### config.mk
export PLATFORM = sky130hd
export DESIGN_NAME = uart_tx_arbiter
export DESIGN_NICKNAME = d
export VERILOG_FILES = /design/src/rtl/uart_arb_pkg.sv /design/src/rtl/uart_rr_picker.sv /design/src/rtl/uart_tx_arbiter.sv
export SDC_FILE = /design/constraint.sdc
export NUM_CORES = 1
export LEC_CHECK = 0
export CAP_MARGIN = 20
export CORE_ASPECT_RATIO = 1.1
export CORE_MARGIN = 1
export CORE_UTILIZATION = 45
export DETAILED_ROUTE_END_ITERATION = 7
export PLACE_DENSITY = 0.85
export SLEW_MARGIN = 5
export SYNTH_ARGS = -nofsm -noshare
export SYNTH_HDL_FRONTEND = slang
export SYNTH_SLANG_ARGS = --single-unit
### constraint.sdc
create_clock -name clk -period 3.7 [get_ports clk]
set_input_delay 0.37 -clock clk [delete_from_list [all_inputs] [get_ports clk]]
set_output_delay 0.37 -clock clk [all_outputs]
set_load 0.01 [all_outputs]
### src/rtl/uart_arb_pkg.sv
// Shared types and helpers for the UART TX arbiter.
//   arb_state_e : arbiter FSM states
//   ID_W        : grant index width for the default four-requester build
//   rr_pick     : reference round-robin selection (first requester at or
//                 after last_grant+1, wrapping modulo num)
package uart_arb_pkg;

  typedef enum logic [1:0] {
    IDLE,
    XFER,
    ABORT
  } arb_state_e;

  localparam int unsigned MAX_REQ     = 8;
  localparam int unsigned NUM_REQ_DEF = 4;
  localparam int unsigned ID_W        = $clog2(NUM_REQ_DEF);

  function automatic logic [2:0] rr_pick(input logic [MAX_REQ-1:0] req_vec,
                                         input logic [2:0]         last_grant,
                                         input int unsigned        num);
    logic [2:0] idx;
    logic       found;
    rr_pick = last_grant;
    found   = 1'b0;
    for (int unsigned k = 1; k <= num; k++) begin
      idx = 3'((32'(last_grant) + k) % num);
      if (!found && req_vec[idx]) begin
        rr_pick = idx;
        found   = 1'b1;
      end
    end
  endfunction

endpackage

### src/rtl/uart_rr_picker.sv
// Combinational round-robin picker.
//   req        : request vector
//   last_grant : index served most recently (lowest priority next)
//   pick       : selected index (valid when any=1)
//   any        : at least one request present
// Requests above last_grant are masked in first; if none remain, the
// unmasked vector is searched from index 0, which gives the wrap-around.
module uart_rr_picker
  import uart_arb_pkg::*;
#(
  parameter int unsigned NUM_REQ = 4
) (
  input  logic [NUM_REQ-1:0]         req,
  input  logic [$clog2(NUM_REQ)-1:0] last_grant,
  output logic [$clog2(NUM_REQ)-1:0] pick,
  output logic                       any
);

  localparam int unsigned IW = $clog2(NUM_REQ);

  logic [NUM_REQ-1:0] hi;
  logic               found_hi;
  logic               found_lo;
  logic [IW-1:0]      pick_hi;
  logic [IW-1:0]      pick_lo;

  always_comb begin
    hi       = '0;
    found_hi = 1'b0;
    found_lo = 1'b0;
    pick_hi  = '0;
    pick_lo  = '0;
    for (int unsigned i = 0; i < NUM_REQ; i++) begin
      hi[i] = req[i] && (i > 32'(last_grant));
    end
    for (int unsigned i = 0; i < NUM_REQ; i++) begin
      if (hi[i] && !found_hi) begin
        pick_hi  = i[IW-1:0];
        found_hi = 1'b1;
      end
      if (req[i] && !found_lo) begin
        pick_lo  = i[IW-1:0];
        found_lo = 1'b1;
      end
    end
    pick = found_hi ? pick_hi : pick_lo;
    any  = |req;
  end

endmodule

### src/rtl/uart_tx_arbiter.sv
// Packet-granular round-robin arbiter for the UART TX host port.
//   clk, rst            : clock, synchronous active-high reset
//   req_valid/data/last : per-requester byte stream (requester i at
//                         req_data[i*DATA_WIDTH +: DATA_WIDTH])
//   req_ready           : per-requester accept
//   flush               : software abort of the current packet
//   tx_data, tx_wr_en   : write port into the UART TX FIFO
//   tx_full             : TX FIFO full
//   abort_tx            : one-cycle abort pulse to the UART
//   grant_valid/id      : packet in progress / current owner
//   pkt_done, pkt_abort : one-cycle completion / abort pulses
module uart_tx_arbiter
  import uart_arb_pkg::*;
#(
  parameter int unsigned NUM_REQ        = 4,
  parameter int unsigned DATA_WIDTH     = 8,
  parameter int unsigned TIMEOUT_CYCLES = 1024
) (
  input  logic                          clk,
  input  logic                          rst,
  input  logic [NUM_REQ-1:0]            req_valid,
  input  logic [NUM_REQ*DATA_WIDTH-1:0] req_data,
  input  logic [NUM_REQ-1:0]            req_last,
  output logic [NUM_REQ-1:0]            req_ready,
  input  logic                          flush,
  output logic [DATA_WIDTH-1:0]         tx_data,
  output logic                          tx_wr_en,
  input  logic                          tx_full,
  output logic                          abort_tx,
  output logic                          grant_valid,
  output logic [$clog2(NUM_REQ)-1:0]    grant_id,
  output logic                          pkt_done,
  output logic                          pkt_abort
);

  localparam int unsigned GID_W = $clog2(NUM_REQ);
  localparam int unsigned CNT_W = $clog2(TIMEOUT_CYCLES + 1);
  localparam logic [CNT_W-1:0] TO_LAST = CNT_W'(TIMEOUT_CYCLES - 1);
  localparam logic [CNT_W-1:0] TO_MAX  = CNT_W'(TIMEOUT_CYCLES);

  arb_state_e             state, state_n;
  logic [GID_W-1:0]       last_grant;
  logic [GID_W-1:0]       pick;
  logic                   any_req;
  logic [CNT_W-1:0]       tcnt;
  logic                   g_valid;
  logic                   g_last;
  logic [DATA_WIDTH-1:0]  g_data;
  logic                   accept;

  uart_rr_picker #(.NUM_REQ(NUM_REQ)) u_picker (
    .req        (req_valid),
    .last_grant (last_grant),
    .pick       (pick),
    .any        (any_req)
  );

  always_comb begin
    g_valid = req_valid[grant_id];
    g_last  = req_last[grant_id];
    g_data  = req_data[int'(grant_id)*DATA_WIDTH +: DATA_WIDTH];
    accept  = (state == XFER) && g_valid && !tx_full;
  end

  always_comb begin
    state_n   = state;
    req_ready = '0;
    tx_wr_en  = 1'b0;
    tx_data   = '0;
    case (state)
      IDLE: begin
        if (any_req) state_n = XFER;
      end
      XFER: begin
        req_ready[grant_id] = !tx_full;
        tx_wr_en            = g_valid && !tx_full;
        tx_data             = g_data;
        // A last beat accepted together with flush still completes normally.
        if (accept && g_last)                  state_n = IDLE;
        else if (flush)                        state_n = ABORT;
        else if (!g_valid && tcnt == TO_LAST)  state_n = ABORT;
      end
      ABORT: state_n = IDLE;
      default: state_n = IDLE;
    endcase
  end

  assign grant_valid = (state == XFER);
  assign abort_tx    = (state == ABORT);
  assign pkt_abort   = (state == ABORT);

  always_ff @(posedge clk) begin
    if (rst) begin
      state      <= IDLE;
      grant_id   <= '0;
      last_grant <= GID_W'(NUM_REQ - 1);
      tcnt       <= '0;
      pkt_done   <= 1'b0;
    end else begin
      state    <= state_n;
      pkt_done <= accept && g_last;
      case (state)
        IDLE: begin
          if (any_req) begin
            grant_id <= pick;
            tcnt     <= '0;
          end
        end
        XFER: begin
          if (accept) begin
            tcnt <= '0;
            if (g_last) last_grant <= grant_id;
          end else if (!g_valid && tcnt != TO_MAX) begin
            tcnt <= tcnt + 1'b1;
          end
        end
        ABORT: last_grant <= grant_id;
        default: ;
      endcase
    end
  end

endmodule

==> qor.csv, run 1 <==
metric,value,unit
result_of_the_run,finished clean,
fp.dieW,55.8,um
worst_ir_drop_vdd,0.339,mV
n_antenna_cell,0,
clock_tree_root,clkbuf_4,
design.die.area,3410,sq um
post_route_cells_drive_above_1_share,0.0727,
static-leakage-power,0.751,nW
setup.worst_path.start_class,register,
multiInputGateArea,996,sq um
hold_path_class,register to register,
dr_wl_met3,167,um
clk_pin_slew,110,ps
fin_crit_sh,0.743,
min_period,2750,ps
critPathCaptureType,primary output,
pwr-share-clk,0.190,
place_ws,1170,ps
synthesis.yosys.warnings,0,
required,3330,ps
synth.yosys.seq_area_share,0.252,
synth_simple_gate_area_share,0.284,
finish.instance_area,2100,sq um
syn-num-nets,210,
port_buffers,62,
max_freq,364,MHz
std_cell_rows,21,
wl,4.01,mm
gr-usage-all-layers,0.235,
worst_path_largest_cell_delay,580,ps
p_int,0.441,mW
regArea,360,sq um
io_pins,63,
layout.cells.most_common_list,"clkdlybuf4s50_1, dfxtp_1, a21oi_1, and2_1, o21ai_0",
synth_compound_area_frac,0.173,
timing.critical_path.fanout_max,15,
post_synth_fa_ha_maj_area_fraction,0.0437,
largest_net_degree_at_the_start_of_global_routing,20,
gp_congestion,0.772,
finish.utilization,0.688,
drc,0,
post-cts-setup-buffer-count,0,
cp_slowest_cell,clkdlybuf4s50_1,
clk-insertion-delay-late,300,ps
switching_power,0.220,mW
synth-async-reset-ratio,0,
syn-instance-count,161,
report.final.setup_viol,0,
cts_htree_levels,1,
max_slew_margin,0.524,
crit_path_cell_trace,"inv_1, ha_1, nor2b_1, nor3b_1, clkdlybuf4s50_1",
cts_tree,yes,
clock-sinks,18,
number_of_enable_type_register_cells_in_the_synthesized_netlist,0,
routed_via_density,5.85,
synthesized_area_fraction_occupied_by_xor_and_xnor_cells,0.00611,
wl_met1,1.62,mm
via_count,1485,
dominant_combinational_cell_family_by_area_after_synthesis,simple AND/OR/NAND/NOR gates,
worstSetupPathType,register to primary output,
finClkSkew,3.12,ps
transition_time_at_the_pin_with_the_least_slew_margin,714,ps
power.sequential.fraction,0.341,
dominantRegCellSynth,dfxtp_1,
fin_setup_tns,0,ps
synth.cell_area,1430,sq um
postSynthAreaPerCell,8.90,sq um
detailedRoute.firstIterationViolations,71,
overflow,0,
final_net_count,270,
cts_inserted_buffers,3,
powerDensity,315,nW/um^2
placedInstanceArea,2060,sq um
hpwlAfterDp,3.16,mm
rsz0062_at_grt,false,
cts_max_path_buffers,2,
commonest_non_fill_non_tap_cell_in_the_layout,clkdlybuf4s50_1,
cts.hold.buffers_added,0,
distinct_cell_type_count_after_synthesis,44,
layout-area-overhead-vs-synth,46.4,%
post_cts.resized_instances,0,
top_layer_used,met4,
detailroute.wirelength.met2,2.17,mm
maxCapViolations,0,
grt_antenna_before_repair,0,
sw_frac,0.333,
die_h,61.2,um
fp.coreArea,3050,sq um
wl_per_cell,15.8,um
worst_hold_slack,514,ps
grt_pass1_wl,6.24,mm
ant_nets,0,
postSynthRegisterBits,18,
slew_viol_final,0,
dr.pass1.iters,5,
synth.mux.area_fraction,0.189,
hold_viol_final,0,
finalWorstSetupSlack,953,ps
vias_in_the_first_global_route,1424,
filler_cell_count,244,
crit_arrival,2380,ps
start_util,0.470,
combinational_share_of_power,0.469,
-- cell type report --
type / instances / area share
clock buffers: 4 / 0.0173
inverters: 9 / 0.0161
multi-input cells: 126 / 0.475
flip-flops and latches: 18 / 0.172
well taps: 34 / 0.0203
repair buffers: 63 / 0.300
-- registers in the layout (all words and copies together), names as in the netlist --
name and count:
tcnt 11, grant_id 2, last_grant 2, state 2
pkt_done 1
-- power by group through the flow --
stage	registers, mW	clock network, mW	logic [mW]
4_1_cts	0.225	0.127	0.311
3_5_place_dp	0.230	0	0.310
2_1_floorplan	0.222	0	0.193
6_report	0.225	0.126	0.310
3_3_place_gp	0.228	0	0.299
5_1_grt	0.228	0.134	0.338
-- worst paths after layout --
kind | start | end | slack [ps] | cells past startpoint
setup / recovery | state[1] | req_ready[0] | 950 | 5
hold / removal | tcnt[10] | tcnt[10] | 510 | 2
setup reg to reg | grant_id[1] | tcnt[9] | 1340 | 5
hold reg to reg | tcnt[10] | tcnt[10] | 510 | 2
-- cell usage after synthesis, types with 2 or more instances --
| cell type | instances | area (sq um) |
|---|---|---|
| or4b_1 | 2 | 20.0 |
| inv_1 | 9 | 33.8 |
| a211oi_1 | 2 | 15.0 |
| buf_1 | 2 | 7.51 |
| nor2_1 | 7 | 26.3 |
| or3_1 | 5 | 31.3 |
| nor3b_1 | 2 | 15.0 |
| mux4_1 | 4 | 105 |
| o31ai_1 | 2 | 15.0 |
| o211ai_1 | 3 | 22.5 |
| and3_1 | 5 | 31.3 |
| mux4_2 | 6 | 135 |
| nand3_1 | 6 | 30.0 |
| nor3_1 | 2 | 10.0 |
| dfxtp_1 | 18 | 360 |
| a21oi_1 | 13 | 65.1 |
| nand2_1 | 9 | 33.8 |
| nor4_1 | 2 | 12.5 |
| ha_1 | 5 | 62.6 |
| or4_1 | 3 | 22.5 |
| clkbuf_1 | 3 | 11.3 |
| nand2b_1 | 3 | 18.8 |
| nand4_1 | 2 | 12.5 |
| and2_1 | 11 | 68.8 |
| o21ai_0 | 10 | 50.1 |
| nor2b_1 | 5 | 31.3 |
| mux2i_1 | 3 | 30.0 |
-- per-stage QoR --
stage                     std cells  total power [mW]
final                           254             0.661
after global routing            254             0.699
after CTS                       254             0.663
after detailed placement        250             0.539
after global placement          250             0.528
after floorplan                 161             0.415
-- worst max-delay path: cells and delay by family, from the launching register on --
kind | cells | cell delay [ps]
buf+inv | 2 | 660
fa+ha+maj | 1 | 470
simple gates | 2 | 600
flops | 1 | 340
-- cell families after synthesis --
kind of cell	count (synthesis)
adder cells (fa/ha/maj)	5
XOR/XNOR	1
AO/OA/AOI/OAI	38
flip-flops	18
multiplexers	13
buffers and inverters	17
AND/OR/NAND/NOR	69
-- per-layer routing --
layer	GRT usage	vias to the layer above
met5	0	-
met4	0.0964	0
met3	0.0462	4
met2	0.429	45
met1	0.277	710
li1	-	726
Power figures use the tool's default switching activity.
==> run 2: changes to the inputs <==
--- a/config.mk
+++ b/config.mk
@@ -8,9 +8,9 @@
 export CAP_MARGIN = 20
 export CORE_ASPECT_RATIO = 1.1
 export CORE_MARGIN = 1
-export CORE_UTILIZATION = 45
+export CORE_UTILIZATION = 38
 export DETAILED_ROUTE_END_ITERATION = 7
-export PLACE_DENSITY = 0.85
+export PLACE_DENSITY = 0.77
 export SLEW_MARGIN = 5
 export SYNTH_ARGS = -nofsm -noshare
 export SYNTH_HDL_FRONTEND = slang
==> constraint.sdc (replaced) <==
create_clock -name clk -period 2.3 [get_ports clk]
set_input_delay 0.23 -clock clk [delete_from_list [all_inputs] [get_ports clk]]
set_output_delay 0.23 -clock clk [all_outputs]
set_load 0.01 [all_outputs]
==> run 2 against run 1 <==
  * Clock power is 78% higher
  * Global-route usage is 5.1 points lower
  * Count of clock-buffer cells in the layout is 1 lower
  * Routed wire length is 6.1% lower
  * Clock skew hardly changed
  * Utilization is 7.8 points lower
  * Register-to-register slack worse by 1100 ps
  * Cell area is 5.5% higher
  * Total power is 69% higher
  * First-iteration DRC count is 56% lower
  * Critical endpoint is now tx_data[1]
==> qor.csv, run 2 (synthesized netlist as in run 1, its figures left out) <==
metric,value,unit
post_route_cells_drive_above_1_share,0.118,
overflow,0,
worst_ir_drop_vdd,0.374,mV
crit_path_cell_trace,"buf_12, mux4_1, and2_1, clkdlybuf4s50_1",
critPathCaptureType,primary output,
fin_crit_sh,0.965,
hold_path_class,register to register,
report.final.setup_viol,0,
detailedRoute.firstIterationViolations,31,
worst_hold_depth,2,
dr.pass1.iters,4,
min_period,2220,ps
max_slew_margin,0.583,
hpwlAfterDp,3.03,mm
wl_per_cell,13.5,um
start_util,0.395,
cp_slowest_cell,mux4_1,
powerDensity,505,nW/um^2
cts_inserted_buffers,3,
setup.worst_path.start_class,register,
gr-usage-all-layers,0.183,
design.die.area,4020,sq um
final_net_count,280,
routed_via_density,5.33,
clk_pin_slew,70,ps
sw_frac,0.318,
power.sequential.fraction,0.318,
cts_tree,yes,
worstSetupPathType,register to primary output,
largest_net_degree_at_the_start_of_global_routing,19,
max_freq,451,MHz
clk-insertion-delay-late,260,ps
finClkSkew,3.27,ps
cts_htree_levels,1,
via_count,1488,
transition_time_at_the_pin_with_the_least_slew_margin,626,ps
cts_max_path_buffers,2,
fp.dieW,60.5,um
gp_congestion,0.833,
vias_in_the_first_global_route,1245,
fp.coreArea,3630,sq um
slew_viol_final,0,
rsz0062_at_grt,false,
combinational_share_of_power,0.482,
placedInstanceArea,2170,sq um
grt_antenna_before_repair,0,
finish.instance_area,2210,sq um
crit_arrival,1990,ps
layout-area-overhead-vs-synth,54.5,%
port_buffers,62,
ant_nets,0,
grt_pass1_wl,5.55,mm
largest_register_ff_count,11,
largest_register,tcnt,
drc,0,
worst_path_largest_cell_delay,550,ps
clock-sinks,18,
commonest_non_fill_non_tap_cell_in_the_layout,clkdlybuf4s50_1,
timing.critical_path.fanout_max,18,
r2r.worst_path.cells,7,
maxCapViolations,0,
io_pins,63,
switching_power,0.355,mW
p_int,0.762,mW
required,2070,ps
wl,3.76,mm
n_antenna_cell,0,
result_of_the_run,finished clean,
worst_hold_slack,502,ps
pwr-share-clk,0.200,
filler_cell_count,332,
layout.cells.most_common_list,"clkdlybuf4s50_1, dfxtp_1, a21oi_1, and2_1",
std_cell_rows,23,
die_h,66.4,um
static-leakage-power,0.806,nW
hold_viol_final,0,
clock_tree_root,clkbuf_8,
post-cts-setup-buffer-count,0,
==> run 2: timing repair <==
| action | CTS | global route |
|---|---|---|
| setup endpoints to repair | 0 | 4 |
| gates resized for setup | 0 | 2 |
| hold buffers | 0 | 0 |
| endpoints found under the hold margin | 0 | 0 |
==> run 2: power by group through the flow <==
stage / clock, mW / combinational, mW / sequential (mW)
finish: 0.224 / 0.538 / 0.355
global route: 0.235 / 0.587 / 0.358
CTS: 0.225 / 0.543 / 0.354
detailed placement: 0 / 0.542 / 0.361
global placement: 0 / 0.533 / 0.361
floorplan: 0 / 0.311 / 0.357
==> run 2: layout make-up <==
type	instances	area, sq um	area share
Clock buffer	3	41.3	0.0187
Inverter	9	33.8	0.0153
Multi-Input combinational cell	126	998	0.451
Sequential cell	18	362	0.163
Tap cell	50	62.6	0.0283
Timing Repair Buffer	73	716	0.323
==> run 2: layer usage <==
layer  part of all wire  wire, um  vias to the layer above  track usage
li1                   -         -                      745            -
met1               0.43      1620                      709        0.251
met2               0.53      1980                       29        0.299
met3              0.027       103                        5       0.0117
met4              0.014        52                        0       0.0682
met5                  0         0                        -            0
==> run 2: per-stage QoR <==
step / power [mW] / utilization / setup WS, ps / setup TNS (ps) / cells
6_report: 1.12 / 0.610 / 81.5 / 0 / 279
4_1_cts: 1.12 / 0.609 / 13.0 / 0 / 279
3_3_place_gp: 0.894 / 0.598 / 50.8 / 0 / 276
2_1_floorplan: 0.668 / - / 272 / 0 / 161
5_1_grt: 1.18 / 0.610 / 1.23 / 0 / 279
3_5_place_dp: 0.903 / 0.598 / -7.73 / -7.73 / 276
==> run 2: worst paths after layout <==
check	startpoint	to	slack, ps
max	grant_id[0]	tx_data[1]	80
min	tcnt[9]	tcnt[9]	500
max reg2reg	state[0]	tcnt[9]	260
min reg2reg	tcnt[9]	tcnt[9]	500
==> run 2: worst max-delay path: cells and delay by family, from the launching register on <==
| kind | cells | cell delay, ps |
|---|---|---|
| muxes | 1 | 550 |
| and+or+nand+nor | 1 | 160 |
| DFF | 1 | 370 |
| buffers and inverters | 2 | 650 |
